[src/rtl/move_command_sequencer_pkg.sv]
// Shared command width, stop encoding and sequencer state encodings for the rover
// command path, plus a counter-width helper.
package move_command_sequencer_pkg;

  localparam int CMD_W = 12;
  localparam logic [CMD_W-1:0] CMD_STOP = 12'h000;

  typedef enum logic [1:0] {
    S_IDLE      = 2'd0,
    S_ISSUE     = 2'd1,
    S_WAIT_DONE = 2'd2,
    S_GAP       = 2'd3
  } state_t;

  // Width of a counter that must reach n-1; never narrower than one bit.
  function automatic int cnt_w(input int n);
    return (n <= 2) ? 1 : $clog2(n);
  endfunction

endpackage

[src/rtl/move_command_sequencer_cmd_fifo.sv]
// Synchronous command FIFO with flush; head is read straight from the storage
// registers so the oldest entry is visible without a read cycle.
module cmd_fifo #(
  parameter int DEPTH = 4,
  parameter int WIDTH = 12
) (
  input  logic                     i_clk,
  input  logic                     i_rst_n,
  input  logic                     i_push,
  input  logic                     i_pop,
  input  logic                     i_flush,
  input  logic [WIDTH-1:0]         i_din,
  output logic [WIDTH-1:0]         o_head,
  output logic [$clog2(DEPTH):0]   o_count,
  output logic                     o_full,
  output logic                     o_empty
);

  localparam int AW = $clog2(DEPTH);
  localparam logic [AW-1:0] PTR_ONE  = AW'(1);
  localparam logic [AW:0]   CNT_ONE  = (AW+1)'(1);
  localparam logic [AW:0]   CNT_FULL = (AW+1)'(DEPTH);

  logic [WIDTH-1:0] r_mem [DEPTH];
  logic [AW-1:0]    r_wr_ptr;
  logic [AW-1:0]    r_rd_ptr;
  logic [AW:0]      r_count;

  always_ff @(posedge i_clk or negedge i_rst_n) begin
    if (!i_rst_n) begin
      r_wr_ptr <= '0;
      r_rd_ptr <= '0;
      r_count  <= '0;
    end else if (i_flush) begin
      r_wr_ptr <= '0;
      r_rd_ptr <= '0;
      r_count  <= '0;
    end else begin
      if (i_push) r_wr_ptr <= r_wr_ptr + PTR_ONE;
      if (i_pop)  r_rd_ptr <= r_rd_ptr + PTR_ONE;
      case ({i_push, i_pop})
        2'b10:   r_count <= r_count + CNT_ONE;
        2'b01:   r_count <= r_count - CNT_ONE;
        default: r_count <= r_count;
      endcase
    end
  end

  always_ff @(posedge i_clk) begin
    if (i_push && !i_flush) r_mem[r_wr_ptr] <= i_din;
  end

  assign o_head  = r_mem[r_rd_ptr];
  assign o_count = r_count;
  assign o_full  = (r_count == CNT_FULL);
  assign o_empty = (r_count == '0);

endmodule

[src/rtl/move_command_sequencer.sv]
// Buffers IR move commands, drops repeat duplicates and feeds the motor stream one
// move at a time with a completion wait, timeout and idle gap; stop pre-empts all.
module move_command_sequencer
  import move_command_sequencer_pkg::*;
#(
  parameter int DEPTH          = 4,
  parameter int DUP_WINDOW     = 2_500_000,
  parameter int GAP_CYCLES     = 250_000,
  parameter int TIMEOUT_CYCLES = 250_000_000
) (
  input  logic                   clock,
  input  logic                   reset_n,
  input  logic                   rx_valid,
  input  logic [CMD_W-1:0]       rx_cmd,
  output logic                   cmd_valid,
  output logic [CMD_W-1:0]       cmd_data,
  input  logic                   motor_done,
  output logic                   busy,
  output logic [$clog2(DEPTH):0] queue_count,
  output logic                   overflow,
  output logic                   timeout,
  output logic                   dup_drop
);

  localparam int DT_W = $clog2(DUP_WINDOW + 1);
  localparam int TO_W = cnt_w(TIMEOUT_CYCLES);
  localparam int GP_W = cnt_w(GAP_CYCLES);
  localparam logic [DT_W-1:0] DUP_EXPIRED = DT_W'(DUP_WINDOW);
  localparam logic [DT_W-1:0] DT_ONE      = DT_W'(1);
  localparam logic [TO_W-1:0] TO_LAST     = TO_W'(TIMEOUT_CYCLES - 1);
  localparam logic [TO_W-1:0] TO_ONE      = TO_W'(1);
  localparam logic [GP_W-1:0] GAP_LAST    = GP_W'(GAP_CYCLES - 1);
  localparam logic [GP_W-1:0] GP_ONE      = GP_W'(1);

  logic [1:0]       r_rst_sync;
  logic             w_rst_n;
  state_t           r_state;
  state_t           w_next_state;
  logic [CMD_W-1:0] r_cmd_data;
  logic [CMD_W-1:0] r_last_cmd;
  logic             r_last_vld;
  logic [DT_W-1:0]  r_dup_timer;
  logic [TO_W-1:0]  r_wait_cnt;
  logic [GP_W-1:0]  r_gap_cnt;
  logic             r_overflow;
  logic             w_stop, w_match, w_accept, w_push, w_pop;
  logic             w_full, w_empty;
  logic [CMD_W-1:0] w_head;

  // Reset asserts immediately but releases on a clock edge.
  always_ff @(posedge clock or negedge reset_n) begin
    if (!reset_n) r_rst_sync <= 2'b00;
    else          r_rst_sync <= {r_rst_sync[0], 1'b1};
  end
  assign w_rst_n = r_rst_sync[1];

  assign w_stop   = rx_valid && (rx_cmd == CMD_STOP);
  assign w_match  = rx_valid && !w_stop && r_last_vld && (rx_cmd == r_last_cmd) &&
                    (r_dup_timer != DUP_EXPIRED);
  assign w_accept = rx_valid && !w_stop && !w_match;
  assign w_pop    = (r_state == S_IDLE) && !w_empty && !w_stop;
  assign w_push   = w_accept && (!w_full || w_pop);

  cmd_fifo #(.DEPTH(DEPTH), .WIDTH(CMD_W)) u_fifo (
    .i_clk   (clock),
    .i_rst_n (w_rst_n),
    .i_push  (w_push),
    .i_pop   (w_pop),
    .i_flush (w_stop),
    .i_din   (rx_cmd),
    .o_head  (w_head),
    .o_count (queue_count),
    .o_full  (w_full),
    .o_empty (w_empty)
  );

  // Any match restarts the window, so a held button keeps being suppressed.
  always_ff @(posedge clock or negedge w_rst_n) begin
    if (!w_rst_n) begin
      r_last_cmd  <= '0;
      r_last_vld  <= 1'b0;
      r_dup_timer <= DUP_EXPIRED;
    end else begin
      if (w_accept) begin
        r_last_cmd <= rx_cmd;
        r_last_vld <= 1'b1;
      end
      if (w_accept || w_match)           r_dup_timer <= '0;
      else if (r_dup_timer != DUP_EXPIRED) r_dup_timer <= r_dup_timer + DT_ONE;
    end
  end

  always_ff @(posedge clock or negedge w_rst_n) begin
    if (!w_rst_n) begin
      r_cmd_data <= '0;
      r_overflow <= 1'b0;
    end else begin
      if (w_stop)     r_cmd_data <= CMD_STOP;
      else if (w_pop) r_cmd_data <= w_head;
      if (w_accept && w_full && !w_pop) r_overflow <= 1'b1;
    end
  end

  // Counters sit at zero outside their own state, which clears them on entry.
  always_ff @(posedge clock or negedge w_rst_n) begin
    if (!w_rst_n) begin
      r_wait_cnt <= '0;
      r_gap_cnt  <= '0;
    end else begin
      if (r_state != S_WAIT_DONE)  r_wait_cnt <= '0;
      else if (r_wait_cnt != TO_LAST) r_wait_cnt <= r_wait_cnt + TO_ONE;
      if (r_state != S_GAP)        r_gap_cnt <= '0;
      else if (r_gap_cnt != GAP_LAST) r_gap_cnt <= r_gap_cnt + GP_ONE;
    end
  end

  always_ff @(posedge clock or negedge w_rst_n) begin
    if (!w_rst_n) r_state <= S_IDLE;
    else          r_state <= w_next_state;
  end

  always_comb begin
    w_next_state = r_state;
    if (w_stop) begin
      w_next_state = S_ISSUE;
    end else begin
      case (r_state)
        S_IDLE:      if (!w_empty) w_next_state = S_ISSUE;
        S_ISSUE:     w_next_state = S_WAIT_DONE;
        S_WAIT_DONE: if (motor_done || (r_wait_cnt == TO_LAST)) w_next_state = S_GAP;
        S_GAP:       if (r_gap_cnt == GAP_LAST) w_next_state = S_IDLE;
        default:     w_next_state = S_IDLE;
      endcase
    end
  end

  always_comb begin
    cmd_valid = (r_state == S_ISSUE);
    busy      = (r_state != S_IDLE);
    timeout   = (r_state == S_WAIT_DONE) && (r_wait_cnt == TO_LAST) && !motor_done;
    dup_drop  = w_match;
    overflow  = r_overflow;
    cmd_data  = r_cmd_data;
  end

endmodule

[config.mk]
export PLATFORM = sky130hd
export DESIGN_NAME = move_command_sequencer
export DESIGN_NICKNAME = d
export VERILOG_FILES = /design/src/rtl/move_command_sequencer_pkg.sv /design/src/rtl/move_command_sequencer_cmd_fifo.sv /design/src/rtl/move_command_sequencer.sv
export SDC_FILE = /design/constraint.sdc
export NUM_CORES = 1
export LEC_CHECK = 0
export CORE_ASPECT_RATIO = 1.75
export CORE_UTILIZATION = 48
export DETAILED_ROUTE_END_ITERATION = 6
export PLACE_DENSITY = 0.68
export SLEW_MARGIN = 40
export SYNTH_ARGS = -nofsm -noshare
export SYNTH_HDL_FRONTEND = slang
export SYNTH_HIERARCHICAL = 1
export SYNTH_SLANG_ARGS = --single-unit
[constraint.sdc]
create_clock -name clock -period 2.95 [get_ports clock]
set_input_delay 0.295 -clock clock [delete_from_list [all_inputs] [get_ports clock]]
set_output_delay 0.295 -clock clock [all_outputs]
set_load 0.02 [all_outputs]
# Word-level counts from Yosys, hierarchy flattened
# Memories as Yosys holds them, arrays and structs flattened.
# Index checks and enable logic that the tools add are counted.
[word_totals] reg_bits=105 latch_bits=0 ram_bits=48 mem_bits_ro=0 input_bits=16 output_inout_bits=20 word_cells=92 memories=1
[mem_list] memory="u_fifo.r_mem" words=4 word_bits=12 rd=1 rd_ports_with_merged_regs=0 write_ports=1 line_no="move_command_sequencer_cmd_fifo.sv:24" rtl="logic [WIDTH-1:0] r_mem [DEPTH];"
[op_classes] n_addsub=7 mul=0 div=0 magnitude_cmp=0 eq_ne=17 shift=0 mux=21 bitwise_logic=0 reduce_logical=34
[op_table] operator="$mux 28" count=2
[op_table] operator="$mux 22" count=2
[op_table] operator="$mux 18" count=2
[op_table] operator="$add 28x1->28 const B" count=1
[op_table] operator="$eq 28x28->1 const B" count=1
[op_table] operator="$ne 28x28->1 const B" count=1
[op_table] operator="$mux 12" count=2
[op_table] operator="$add 22x1->22 const B" count=1
[op_table] operator="$ne 22x22->1 const B" count=1
[op_table] operator="$add 18x1->18 const B" count=1
[op_table] operator="$eq 18x18->1 const B" count=1
[op_table] operator="$ne 18x18->1 const B" count=1
[op_table] operator="$mux 2" count=8
[op_table] operator="$logic_and 1x1->1" count=14
[op_table] operator="$eq 12x12->1" count=1
[op_table] operator="$logic_not 12->1" count=1
[op_table] operator="$reduce_bool 2->1" count=6
[op_table] operator="$ne 3x2->1 const B" count=3
[op_table] operator="$pmux 2 s4" count=1
[op_table] operator="$eq 2x2->1 const B" count=3
[op_table] operator="$logic_not 1->1" count=6
[op_table] operator="$pmux 3 s2" count=1
[op_table] operator="$add 2x1->2 const B" count=2
[op_table] operator="$eq 2x1->1 const B" count=2
[op_table] operator="11 further kinds" count=15

# Logic depth before layout (Yosys ltp)
# Gate-level depths: netlist of the first run.
[depth] ltp_word=13 depth_mapped=15 ltp_nobuf=12

# Modules after synthesis
# The synthesis of the first run kept the hierarchy.
[by_module_without_submodules] mod="move_command_sequencer" n_inst=1 cells_per_inst=507 area_per_inst_um2=5018.6 seq_area_each_um2=2462.4
[by_module_without_submodules] mod="cmd_fifo" n_inst=1 cells_per_inst=106 area_per_inst_um2=2198.4 seq_area_each_um2=1616.6

# Worst setup path before layout of the first run
# OpenSTA, ideal clock, no wires.
[synth_timing] path_type="reg-to-reg" start="reg r_dup_timer[0]" end="reg u_fifo.r_count[2] (netlist: u_fifo/o_count[2])" setup_ns=0.132 t_arrival_ns=3.110 t_required_ns=2.818 setup_slack_ns=-0.291 path_stages_with_launch=16 path_buffers=3 synth_period_minus_slack_ns=3.241 cell_sequence="dfrtp_1 -> inv_1 -> ha_1 -> nor4bb_1 -> nand4_1 -> or4_1 -> buf_2 -> a21boi_4 -> buf_6 -> a21boi_1 -> buf_2 -> nor2b_1 -> fa_1 -> nor3b_1 -> o21ai_0 -> nor3b_1"
[synth_via] elab_chain_cells=8 word_cells_on_any_way=10 cone_classes="3 x eq/ne; 2 x mux; 5 x reduce/logical"
[synth_rtl] element="start: declaration" line_no="move_command_sequencer.sv:42" rtl="logic [DT_W-1:0] r_dup_timer;"
[synth_rtl] element="start signal: assignment" line_no="move_command_sequencer.sv:89" rtl="else if (r_dup_timer != DUP_EXPIRED) r_dup_timer <= r_dup_timer + DT_ONE;"
[synth_rtl] element="$ne 22x22->1 *" line_no="move_command_sequencer.sv:59" rtl="(r_dup_timer != DUP_EXPIRED);"
[synth_rtl] element="$logic_and 1x1->1 *" line_no="move_command_sequencer.sv:58" rtl="assign w_match = rx_valid && !w_stop && r_last_vld && (rx_cmd == r_last_cmd) &&"
[synth_rtl] element="$logic_not 1->1 *" line_no="move_command_sequencer.sv:60" rtl="assign w_accept = rx_valid && !w_stop && !w_match;"
[synth_rtl] element="$logic_and 1x1->1 *" line_no="move_command_sequencer.sv:60"
[synth_rtl] element="$logic_and 1x1->1 *" line_no="move_command_sequencer.sv:62" rtl="assign w_push = w_accept && (!w_full || w_pop);"
[synth_rtl] element="via w_push" line_no="move_command_sequencer.sv:46" rtl="logic w_stop, w_match, w_accept, w_push, w_pop;"
[synth_rtl] element="$eq 2x1->1 / $eq 2x2->1 (equally long branches)" line_no="move_command_sequencer_cmd_fifo.sv:41" rtl="case ({i_push, i_pop})"
[synth_rtl] element="$pmux 3 s2" line_no="move_command_sequencer_cmd_fifo.sv:41"
[synth_rtl] element="$mux 3" line_no="move_command_sequencer_cmd_fifo.sv:34" rtl="end else if (i_flush) begin"
[synth_rtl] element="end signal: assignment" line_no="move_command_sequencer_cmd_fifo.sv:42" rtl="2'b10: r_count <= r_count + CNT_ONE;"
[synth_rtl] element="end signal: assignment" line_no="move_command_sequencer_cmd_fifo.sv:43" rtl="2'b01: r_count <= r_count - CNT_ONE;"
[synth_rtl] element="end signal: assignment" line_no="move_command_sequencer_cmd_fifo.sv:44" rtl="default: r_count <= r_count;"
[synth_rtl] element="end: declaration" line_no="move_command_sequencer_cmd_fifo.sv:27" rtl="logic [AW:0] r_count;"
# Mark *: on every way through the listed nets, which the timed path passes. The rest lies on a longest branch.
# A chain may end at the register's enable or synchronous reset.

# Final worst setup path of the first run
[layout_timing] start="reg r_dup_timer[3]" end="out dup_drop"
[layout_via] elab_chain_cells=2
[layout_rtl] element="$ne 22x22->1" line_no="move_command_sequencer.sv:59"
[layout_rtl] element="$logic_and 1x1->1" line_no="move_command_sequencer.sv:58"
[layout_rtl] element="end: declaration" line_no="move_command_sequencer.sv:22" rtl="output logic dup_drop"
# No other way between the ends.

==> flow_summary_export.csv, run 1 <==
group,metric,value,unit
synthesis,netlist_instances,613,
synthesis,synth_area_leaders,"dfrtp_1 (34%), edfxtp_1 (20%), xnor2_1 (6.1%)",
sta,final.min_clock_period,2870,ps
sta,min_period_over_period,97.4,%
sta,finalSetupViolations,0,
detailed_routing,vias,4929,
cts,htree_num_levels,4,
setup_path,cpPeakStageDelay,510,ps
floorplan,num_rows,59,
floorplan,die-area,0.0155,mm2
setup_path,timing.rr.start,"r_dup_timer[21]",
grt,grt_pass1_wl,25400,um
synthesis,synth_top_cell_area_share,33.6,%
setup_path,cp_slowest_cell,"or4b_1",
cts,clkTransAtPathRegs,70,ps
sta,tightest_slew,633,ps
pwr,p_switching,1.60,mW
detailed_routing,post-route-drc-count,0,
sta,max-slew-margin-rel,57.6,%
synthesis,ys_seq_area_share,56.5,%
detailed_routing,drt-initial-drc-count,152,
synthesis,synthTopCellsByCount,"dfrtp_1 (97), nand2_1 (50), xnor2_1 (50), nor2_1 (49), edfxtp_1 (48)",
cts,clk-insertion-delay-late,430,ps
setup_path,path_class,"register to output port",
cts,post_cts_buffers,0,
grt,grt_pass1_vias,5176,
pwr,p_seq_share,47.3,%
setup_path,reg2reg_setup_slack,90,ps
sta,fmaxAchievable,0.348,GHz
synthesis,synth.cell_area,0.00722,mm2
setup_path,cp_cell_sequence,"buf_4 -> or4b_1 -> nor4b_1 -> nand4_1 -> and3_1 -> dlygate4sd2_1",
sta,drv_slew,0,
sta,rsz0062_at_grt,"yes",
finish,drive_gt1_share,16.2,%
setup_path,reg2regPathDepth,10,
detailed_routing,drt-total-wl,15100,um
synthesis,synth_edf_count,48,
synthesis,synth_seq_cells,153,
cts,cts_tree,"yes",
setup_path,cp-end-kind,"output port",
placement,routabilityCongestion,0.868,
sta,hold_viol_final,0,
placement,portBuffers,35,
synthesis,synth_warnings,6,
detailed_routing,drtAntennaViolNets,0,
synthesis,yosysUniqueCellTypes,57,
setup_path,critical_path_required,2650,ps
grt,antenna_found_initial,0,
floorplan,die_x,94.7,um
floorplan,die_y,164,um
grt,grt_start_max_net_pins,60,
detailed_routing,wl_per_cell,17.0,um
finish,fin_nets,721,
floorplan,coreArea,0.0148,mm2
cts,root_buffer,"clkbuf_16",
pwr,powerDensity,631,mW/mm2
job,drv_cap,0,
synthesis,synthFlopType,"dfrtp_1",
cts,clockBufferDepth,2,
detailed_routing,drt_first_pass_iters,4,
pwr,clkPwrFrac,40.5,%
outcome,status,"complete, no violations",
setup_path,cp-start-kind,"register",
setup_path,cp_max_fo,6,
placement,dp_hpwl,10700,um
finish,syn_to_final_growth,21.5,%
sta,setup_ws,75.7,ps
pwr,power_frac_comb,12.2,%
synthesis,synth_most_common_cell,"dfrtp_1",
synthesis,asyncSetResetFlopFracSynth,68.6,%
pwr,cell_internal_pwr,3.94,mW
finish,diodes,0,
sta,fin_hold_ws,31.9,ps
synthesis,syn_nets,643,
floorplan,start_util,48.9,%
finish,post-route-util,59.4,%
grt,grt_overflow_total,0,
synthesis,synth.avg_cell_area,11.8,um2
synthesis,yosys.area.top_type,"dfrtp_1",
pwr,worst_ir_drop_vdd,0.401,mV
placement,place_ws,-43.5,ps
sta,fin_skew,14.0,ps
cts,cts_buffers,17,
setup_path,critPathArrivalTime,2580,ps
worst_hold_path,hp-class,"primary input to async pin",
pwr,switching_share,28.9,%
floorplan,io_pins,36,
detailed_routing,via_per_inst,5.56,
pwr,p_leak,3.54,nW
setup_path,r2r-end,"u_fifo/o_count[2]",
cts,cts_num_sinks,153,
finish,nFillCells,1204,
grt,grt.total_usage,21.5,%
[critical path: cells and delay by family, from the launching register on]
kind / cells / cell delay [ps]
simple gates: 4 / 1260
buf+inv: 2 / 490
flops: 1 / 400
[per-layer routing]
metal,up-vias,GRT usage (%),part of all wire [%]
li1,2344,-,-
met3,21,4.31,2.8
met5,-,0,0
met2,91,40.3,57
met4,0,7.78,1.6
met1,2473,23.3,38
[cell type report]
class	count	area [um2]	share of cell area, %
Sequential cell	153	4080	46.6
Inverter	21	78.8	0.899
Clock inverter	15	211	2.41
Clock buffer	17	425	4.85
Tap cell	183	229	2.61
Timing Repair Buffer	79	704	8.03
Multi-Input combinational cell	419	3040	34.6
[stage by stage]
step | area [um2] | TNS (ps) | instances | total power [mW]
finish | 8770 | 0 | 887 | 5.53
global route | 8770 | -29.7 | 887 | 5.76
CTS | 8720 | 0 | 886 | 5.59
detailed placement | 8070 | -572 | 854 | 3.33
global placement | 8070 | 0 | 854 | 3.28
floorplan | 7270 | -2510 | 613 | 3.04
[registers in the layout, indices dropped and copies added (netlist names)]
signal           count
u_fifo/r_mem        48
cmd_data            12
r_state              2
overflow             1
r_last_vld           1
u_fifo/o_count       3
r_rst_sync           2
u_fifo/r_rd_ptr      2
r_gap_cnt           18
r_last_cmd          12
r_wait_cnt          28
r_dup_timer         22
u_fifo/r_wr_ptr      2
[logic make-up (layout without fill, tap and decap cells)]
family | count (synthesis) | after routing | synth area share, %
buffers and inverters | 41 | 132 | 2.62
DFF | 153 | 153 | 56.5
other | 1 | 1 | 0.0520
xor gates and xnor gates | 67 | 67 | 8.13
and+or+nand+nor | 250 | 250 | 18.8
muxes | 25 | 25 | 6.05
adders and majority gates | 14 | 14 | 2.53
AOI/OAI and AO/OA | 62 | 62 | 5.31
[layout by cell type, fill, tap and decap left out, types with 3 or more instances in the layout]
master,synthesis,final
dfrtp_1,97,95
nand2_1,50,50
xnor2_1,50,50
nor2_1,49,49
edfxtp_1,48,48
buf_4,0,42
clkdlybuf4s50_1,0,34
and2_1,33,29
a21oi_1,23,23
inv_1,20,20
nand4_1,20,20
nand3_1,18,18
xor2_1,17,17
clkbuf_16,0,17
o21ai_0,16,15
ha_1,13,13
or3_1,11,11
and3_1,10,10
and4_1,9,9
nor3_1,10,8
nor4_1,8,8
clkinv_8,0,8
dfstp_2,8,8
mux4_2,8,8
nor4b_1,7,5
mux2_1,5,5
mux2i_1,5,5
o2bb2ai_1,4,4
nand2b_1,4,4
o211ai_1,4,4
mux4_1,4,4
and2_4,0,4
mux2_4,3,3
a21boi_0,3,3
nor2b_1,4,3
nor4bb_1,4,3
inv_6,0,3
[power groups by stage]
stage	Sequential (mW)	Combinational [mW]	Clock, mW
6_report	2.62	0.675	2.24
2_1_floorplan	2.66	0.383	0
4_1_cts	2.63	0.660	2.29
3_5_place_dp	2.68	0.650	0
3_3_place_gp	2.66	0.621	0
5_1_grt	2.65	0.740	2.37
[repair_timing]
action                     CTS  global route
hold buffers                 0             0
resized for setup            4             6
cloned                       0             0
setup endpoints to repair   20            25
pin swaps                    0             1
[worst max-delay path by stage]
stage,start,endpoint,slack [ps],depth (start not counted)
after global routing,r_dup_timer[14],u_fifo/o_count[2],-30,9
final,r_dup_timer[3],dup_drop,80,6
after detailed placement,r_dup_timer[21],u_fifo/o_count[2],-40,10
after floorplan,r_dup_timer[14],u_fifo/o_count[2],-190,12
after CTS,r_dup_timer[14],u_fifo/o_count[2],40,9
after global placement,rx_cmd[1],u_fifo/o_count[2],40,10
(Power assumes the default switching activity.)
==> run 2: changes to the inputs <==
--- a/config.mk
+++ b/config.mk
@@ -6,9 +6,10 @@
 export NUM_CORES = 1
 export LEC_CHECK = 0
 export CORE_ASPECT_RATIO = 1.75
-export CORE_UTILIZATION = 48
+export CORE_UTILIZATION = 54
 export DETAILED_ROUTE_END_ITERATION = 6
-export PLACE_DENSITY = 0.68
+export PLACE_DENSITY = 0.76
+export SKIP_LAST_GASP = 1
 export SLEW_MARGIN = 40
 export SYNTH_ARGS = -nofsm -noshare
 export SYNTH_HDL_FRONTEND = slang
==> run 2 against run 1 <==
Compared with the run above: routed wire length rose by 0.40%; clock skew barely moved; cell count fell by 1.2%; count of clock-buffer cells in the layout did not move; sequential power barely moved; sequential share of layout area rose by 0.34 points; combinational power rose by 1%; largest power group unchanged; via count rose by 0.87%; global-route usage rose by 2.4 points; register-to-register slack got worse by 20 ps; utilization rose by 7.5 points; die area fell by 11%.
==> flow_summary_export.csv, run 2 (synthesized netlist as in run 1, its figures left out) <==
group,metric,value,unit
setup_path,r2r-end,"u_fifo/o_count[2]",
outcome,status,"complete, no violations",
grt,grt_pass1_vias,5188,
setup_path,reg2reg_setup_slack,70,ps
sta,fmaxAchievable,0.347,GHz
finish,drive_gt1_share,15.9,%
finish,largest_reg_flops,48,
detailed_routing,drt-total-wl,15200,um
floorplan,num_rows,55,
setup_path,timing.rr.start,"r_dup_timer[13]",
floorplan,die-area,0.0138,mm2
floorplan,die_y,155,um
finish,fin_nets,722,
floorplan,die_x,89.4,um
cts,clockBufferDepth,2,
sta,tightest_slew,757,ps
sta,finalSetupViolations,0,
cts,cts_buffers,17,
pwr,powerDensity,628,mW/mm2
sta,setup_ws,68.7,ps
placement,routabilityCongestion,0.861,
setup_path,cp-start-kind,"register",
finish,syn_to_final_growth,20.6,%
detailed_routing,vias,4972,
setup_path,cp-end-kind,"register",
floorplan,coreArea,0.0130,mm2
setup_path,reg2regPathDepth,11,
detailed_routing,post-route-drc-count,0,
finish,top_register,"u_fifo/r_mem",
placement,dp_cells,842,
detailed_routing,via_per_inst,5.68,
cts,clk-insertion-delay-late,430,ps
setup_path,critical_path_required,3290,ps
sta,max-slew-margin-rel,49.2,%
grt,grt.total_usage,23.9,%
detailed_routing,drt_first_pass_iters,7,
floorplan,io_pins,36,
detailed_routing,wl_per_cell,17.3,um
finish,final_common_cell,"dfrtp_1",
placement,portBuffers,35,
grt,antenna_found_initial,0,
detailed_routing,drtAntennaViolNets,0,
sta,final.min_clock_period,2880,ps
placement,dp_hpwl,10600,um
sta,fin_skew,13.7,ps
cts,hold_buffers,0,
finish,fin_cells,876,
grt,grt_pass1_wl,24900,um
setup_path,critPathArrivalTime,3220,ps
placement,place_ws,-28.0,ps
cts,cts_tree,"yes",
grt,grt_overflow_total,0,
sta,rsz0062_at_grt,"yes",
floorplan,start_util,55.5,%
pwr,worst_ir_drop_vdd,0.429,mV
grt,grt_start_max_net_pins,44,
finish,diodes,0,
detailed_routing,drt-initial-drc-count,283,
finish,top_regs,"u_fifo/r_mem x48, r_wait_cnt x28, r_dup_timer x22",
cts,cts_num_sinks,153,
cts,htree_num_levels,4,
setup_path,path_class,"register to register",
sta,min_period_over_period,97.7,%
sta,hold_viol_final,0,
setup_path,cp_max_fo,4,
finish,post-route-util,66.9,%
worst_hold_path,hp-class,"primary input to async pin",
cts,root_buffer,"clkbuf_16",
cts,clkTransAtPathRegs,70,ps
finish,final_cell_mix,"dfrtp_1 (95), nand2_1 (50), xnor2_1 (50)",
pwr,p_leak,3.53,nW
pwr,total_power,5.47,mW
sta,drv_slew,0,
job,drv_cap,0,
==> run 2: final cells by class <==
cell class / instances / area [um2]
multi-input cells: 419 / 3010
inverters: 21 / 78.8
fillers: 939 / 4300
well taps: 171 / 214
flip-flops and latches: 153 / 4080
repair buffers: 80 / 699
clock inverters: 15 / 191
clock buffers: 17 / 425
==> run 2: repair_timing <==
action                                  in CTS  in global routing
resized for setup                            4                  3
pin swaps                                    0                  2
setup buffers                                0                  2
cloned                                       0                  0
endpoints found under the setup margin      26                 49
==> run 2: where the power goes <==
group,total [mW],switching (mW),internal [mW]
logic,0.685,0.364,0.321
registers,2.62,0.171,2.45
clock network,2.16,1.01,1.15
==> run 2: critical path, stage by stage (launching register included) <==
cell and delay, ps:
dfstp_2 530, nor4b_1 300, nand2_1 90, or4_4 550
a21boi_4 150, a21boi_4 240, nor2b_4 60, fa_2 350
nor3b_2 210, buf_4 140, nor3_2 30, nor3b_2 150
==> run 2: how the worst max path moves through the flow <==
| stage | to | depth (start not counted) | from | slack [ps] |
|---|---|---|---|---|
| after floorplan | u_fifo/o_count[2] | 12 | r_dup_timer[14] | -190 |
| after global placement | u_fifo/o_count[2] | 11 | rx_cmd[8] | 4 |
| after detailed placement | u_fifo/r_mem[2][8] | 6 | r_dup_timer[14] | -30 |
| after CTS | u_fifo/o_count[2] | 9 | r_dup_timer[14] | 10 |
| after global routing | u_fifo/o_count[2] | 10 | r_dup_timer[14] | -20 |
| final | u_fifo/o_count[2] | 11 | r_dup_timer[13] | 70 |
==> run 2: per-stage QoR <==
stage | setup TNS (ps) | instance area (um2) | hold slack (ps)
6_report | 0 | 8700 | 36.0
5_1_grt | -19.0 | 8700 | 26.2
4_1_cts | 0 | 8680 | 26.6
3_5_place_dp | -333 | 8050 | 315
3_3_place_gp | 0 | 8050 | 308
2_1_floorplan | -2510 | 7270 | -0.591
==> run 2: metal layers <==
layer	vias to the layer above	wire, um	track usage [%]	share of wire [%]
li1	2344	-	-	-
met4	0	296	8.16	2.0
met1	2495	5810	26.4	38
met2	110	8600	44.2	57
met5	-	0	0	0
met3	23	459	4.83	3.0
==> variant: new RTL, flow settings as in run 2 <==
Re-encode `state_t` (4 states) as Gray code, 2 bits wide.
--- a/src/rtl/move_command_sequencer_pkg.sv
+++ b/src/rtl/move_command_sequencer_pkg.sv
@@ -6,10 +6,10 @@
   localparam logic [CMD_W-1:0] CMD_STOP = 12'h000;
 
   typedef enum logic [1:0] {
-    S_IDLE      = 2'd0,
-    S_ISSUE     = 2'd1,
-    S_WAIT_DONE = 2'd2,
-    S_GAP       = 2'd3
+    S_IDLE      = 2'b00,
+    S_ISSUE     = 2'b01,
+    S_WAIT_DONE = 2'b11,
+    S_GAP       = 2'b10
   } state_t;
 
   // Width of a counter that must reach n-1; never narrower than one bit.
Behaviour: same outputs for any inputs over 4 cycles, from zero or initial values and one cycle with reset_n low; so few cycles prove little.
==> variant against run 2 <==
Cell count fell by 3.1%; largest power group unchanged; setup slack improved by 0.045 ns; critical path type is now reg2out; power rose by 6.9%; final area fell by 2.8%; sequential cell count did not move; first-iteration DRC count fell by 5.3%; combinational power rose by 35%; wire length rose by 2.3%; area after synthesis fell by 1.3%; sequential power rose by 3%.
==> variant: results (changes against run 2) <==
| Metric | Value |
|---|---|
| Outcome | finished, final reports clean (unchanged) |
| Cells after DPL | 815 (was 842) |
| Cells after Synth | 606 (was 613) |
| Fillers | 954 (was 939) |
| Vias in the first global route | 5182 (was 5188) |
| Synth top cells by count | dfrtp_1 (97), nor2_1 (64), nand2_1 (56), edfxtp_1 (48), xnor2_1 (39) (was dfrtp_1 (97), nand2_1 (50), xnor2_1 (50), nor2_1 (49), edfxtp_1 (48)) |
| Crit path DAT | 2.54 ns (was 3.22 ns) |
| Starting DRT DRC Count | 268 (was 283) |
| Leakage power | 3.260 nW (was 3.526 nW) |
| Dpl cell area | 0.007790 mm² (was 0.008053 mm²) |
| Cell Int Power | 4.309 mW (was 3.925 mW) |
| Largest net degree at the start of global routing | 53 (was 44) |
| Post-DR vias/cell | 5.834 (was 5.676) |
| CP endpoint | dup_drop (was u_fifo/o_count[2]$_DFFE_PN0P_) |
| Top cells by area, synth | dfrtp_1 (34%), edfxtp_1 (20%), xnor2_1 (4.8%), nor2_1 (3.4%), xor2_1 (3.1%) (was dfrtp_1 (34%), edfxtp_1 (20%), xnor2_1 (6.1%), dfstp_2 (2.9%), and2_1 (2.9%)) |
| Worst Skew | 0.006327 ns (was 0.01374 ns) |
| FF-to-FF setup slack | 0.15 ns (was 0.07 ns) |
| Syn nets | 631 (was 643) |
| Nets | 690 (was 722) |
| Crit-path max cell delay | 0.61 ns (was 0.55 ns) |
| Seq/Total Area, Yosys | 57.28% (was 56.52%) |
| Maximum vdd drop | 0.4343 mV (was 0.4287 mV) |
| Ant diodes | 0 (unchanged) |
| Max_slew headroom | 43.65% (was 49.16%) |
| Worst setup path start | r_dup_timer[0]$_DFFE_PN0P_ (was r_dup_timer[13]$_DFFE_PN1P_) |
| Vias | 4953 (was 4972) |
| Global-route usage over all layers | 24.73% (was 23.87%) |
| CP max stage cell | or4b_2 (was or4_4) |
| Global-route wire length before repair | 25.21 mm (was 24.89 mm) |
| FF-to-FF path depth | 12 (was 11) |
| Hpwl dp | 10.74 mm (was 10.58 mm) |
| Fraction of layout cells with a size suffix above 1 | 16.52% (was 15.89%) |
variant: cell types whose count changed after synthesis, moves of 8 or more:
cell / run 2 / this run
and2_1: 33 / 7
nor2_1: 49 / 64
xnor2_1: 50 / 39
nor4_1: 8 / 17
inv_1: 20 / 12
xor2_1: 17 / 25
variant: final cells by class:
type | instances | area share, %
Clock inverter | 7 | 0.8877
Multi-Input combinational cell | 419 | 34.61
Tap cell | 171 | 2.530
Timing Repair Buffer | 62 | 6.673
Sequential cell | 153 | 48.28
Clock buffer | 25 | 6.495
Inverter | 12 | 0.5326
variant: what timing repair did:
action | 4_1_cts | 5_1_grt
endpoints found under the hold margin | 0 | 0
setup buffers | 0 | 2
hold buffers | 0 | 0
resized for setup | 4 | 4
setup endpoints to repair | 37 | 14
variant: layer usage:
metal / track usage (%) / vias up / part of all wire (%)
met1: 28.08 / 2476 / 38
met5: 0 / - / 0
met4: 13.59 / 0 / 4.3
li1: - / 2299 / -
met3: 4.509 / 48 / 3.5
met2: 42.78 / 130 / 54
variant: power groups by stage:
| stage | Combinational, mW | Clock (mW) | Sequential, mW |
|---|---|---|---|
| floorplan | 0.523 | 0 | 2.74 |
| global placement | 0.852 | 0 | 2.71 |
| detailed placement | 0.900 | 0 | 2.73 |
| CTS | 0.914 | 2.25 | 2.70 |
| global route | 1.01 | 2.33 | 2.73 |
| finish | 0.928 | 2.22 | 2.69 |
variant: cell families (layout without fill, tap and decap cells):
logic type / after synthesis / after routing / synth area share [%]
AO/OA/AOI/OAI: 54 / 54 / 4.288
XOR/XNOR: 64 / 64 / 7.872
adder cells (fa/ha/maj): 9 / 9 / 1.687
buffers and inverters: 34 / 106 / 2.407
flip-flops: 153 / 153 / 57.28
multiplexers: 30 / 30 / 7.134
other: 1 / 1 / 0.05266
AND/OR/NAND/NOR: 261 / 261 / 19.28
variant: how the worst min path moves through the flow:
stage                                        from                      end  slack, ns
after floorplan                           reset_n  r_rst_sync[0]$_DFF_PN0_    -0.0006
after global placement    r_rst_sync[0]$_DFF_PN0_  r_rst_sync[1]$_DFF_PN0_       0.34
after detailed placement  r_rst_sync[0]$_DFF_PN0_  r_rst_sync[1]$_DFF_PN0_       0.34
after CTS                                 reset_n  r_rst_sync[1]$_DFF_PN0_       0.02
after global routing                      reset_n  r_rst_sync[1]$_DFF_PN0_       0.03
final                                     reset_n  r_rst_sync[1]$_DFF_PN0_       0.03
variant: through the flow:
step	worst slack [ns]	TNS [ns]	util (%)	hold WS (ns)
6_report	0.1132	0	65.72	0.03010
2_1_floorplan	0.02964	0	-	-0.0005911
4_1_cts	0.03847	0	65.41	0.02033
5_1_grt	-0.01516	-0.01737	65.72	0.02830
3_5_place_dp	-0.1122	-0.1452	60.53	0.3434
3_3_place_gp	-0.07509	-0.1009	60.53	0.3409
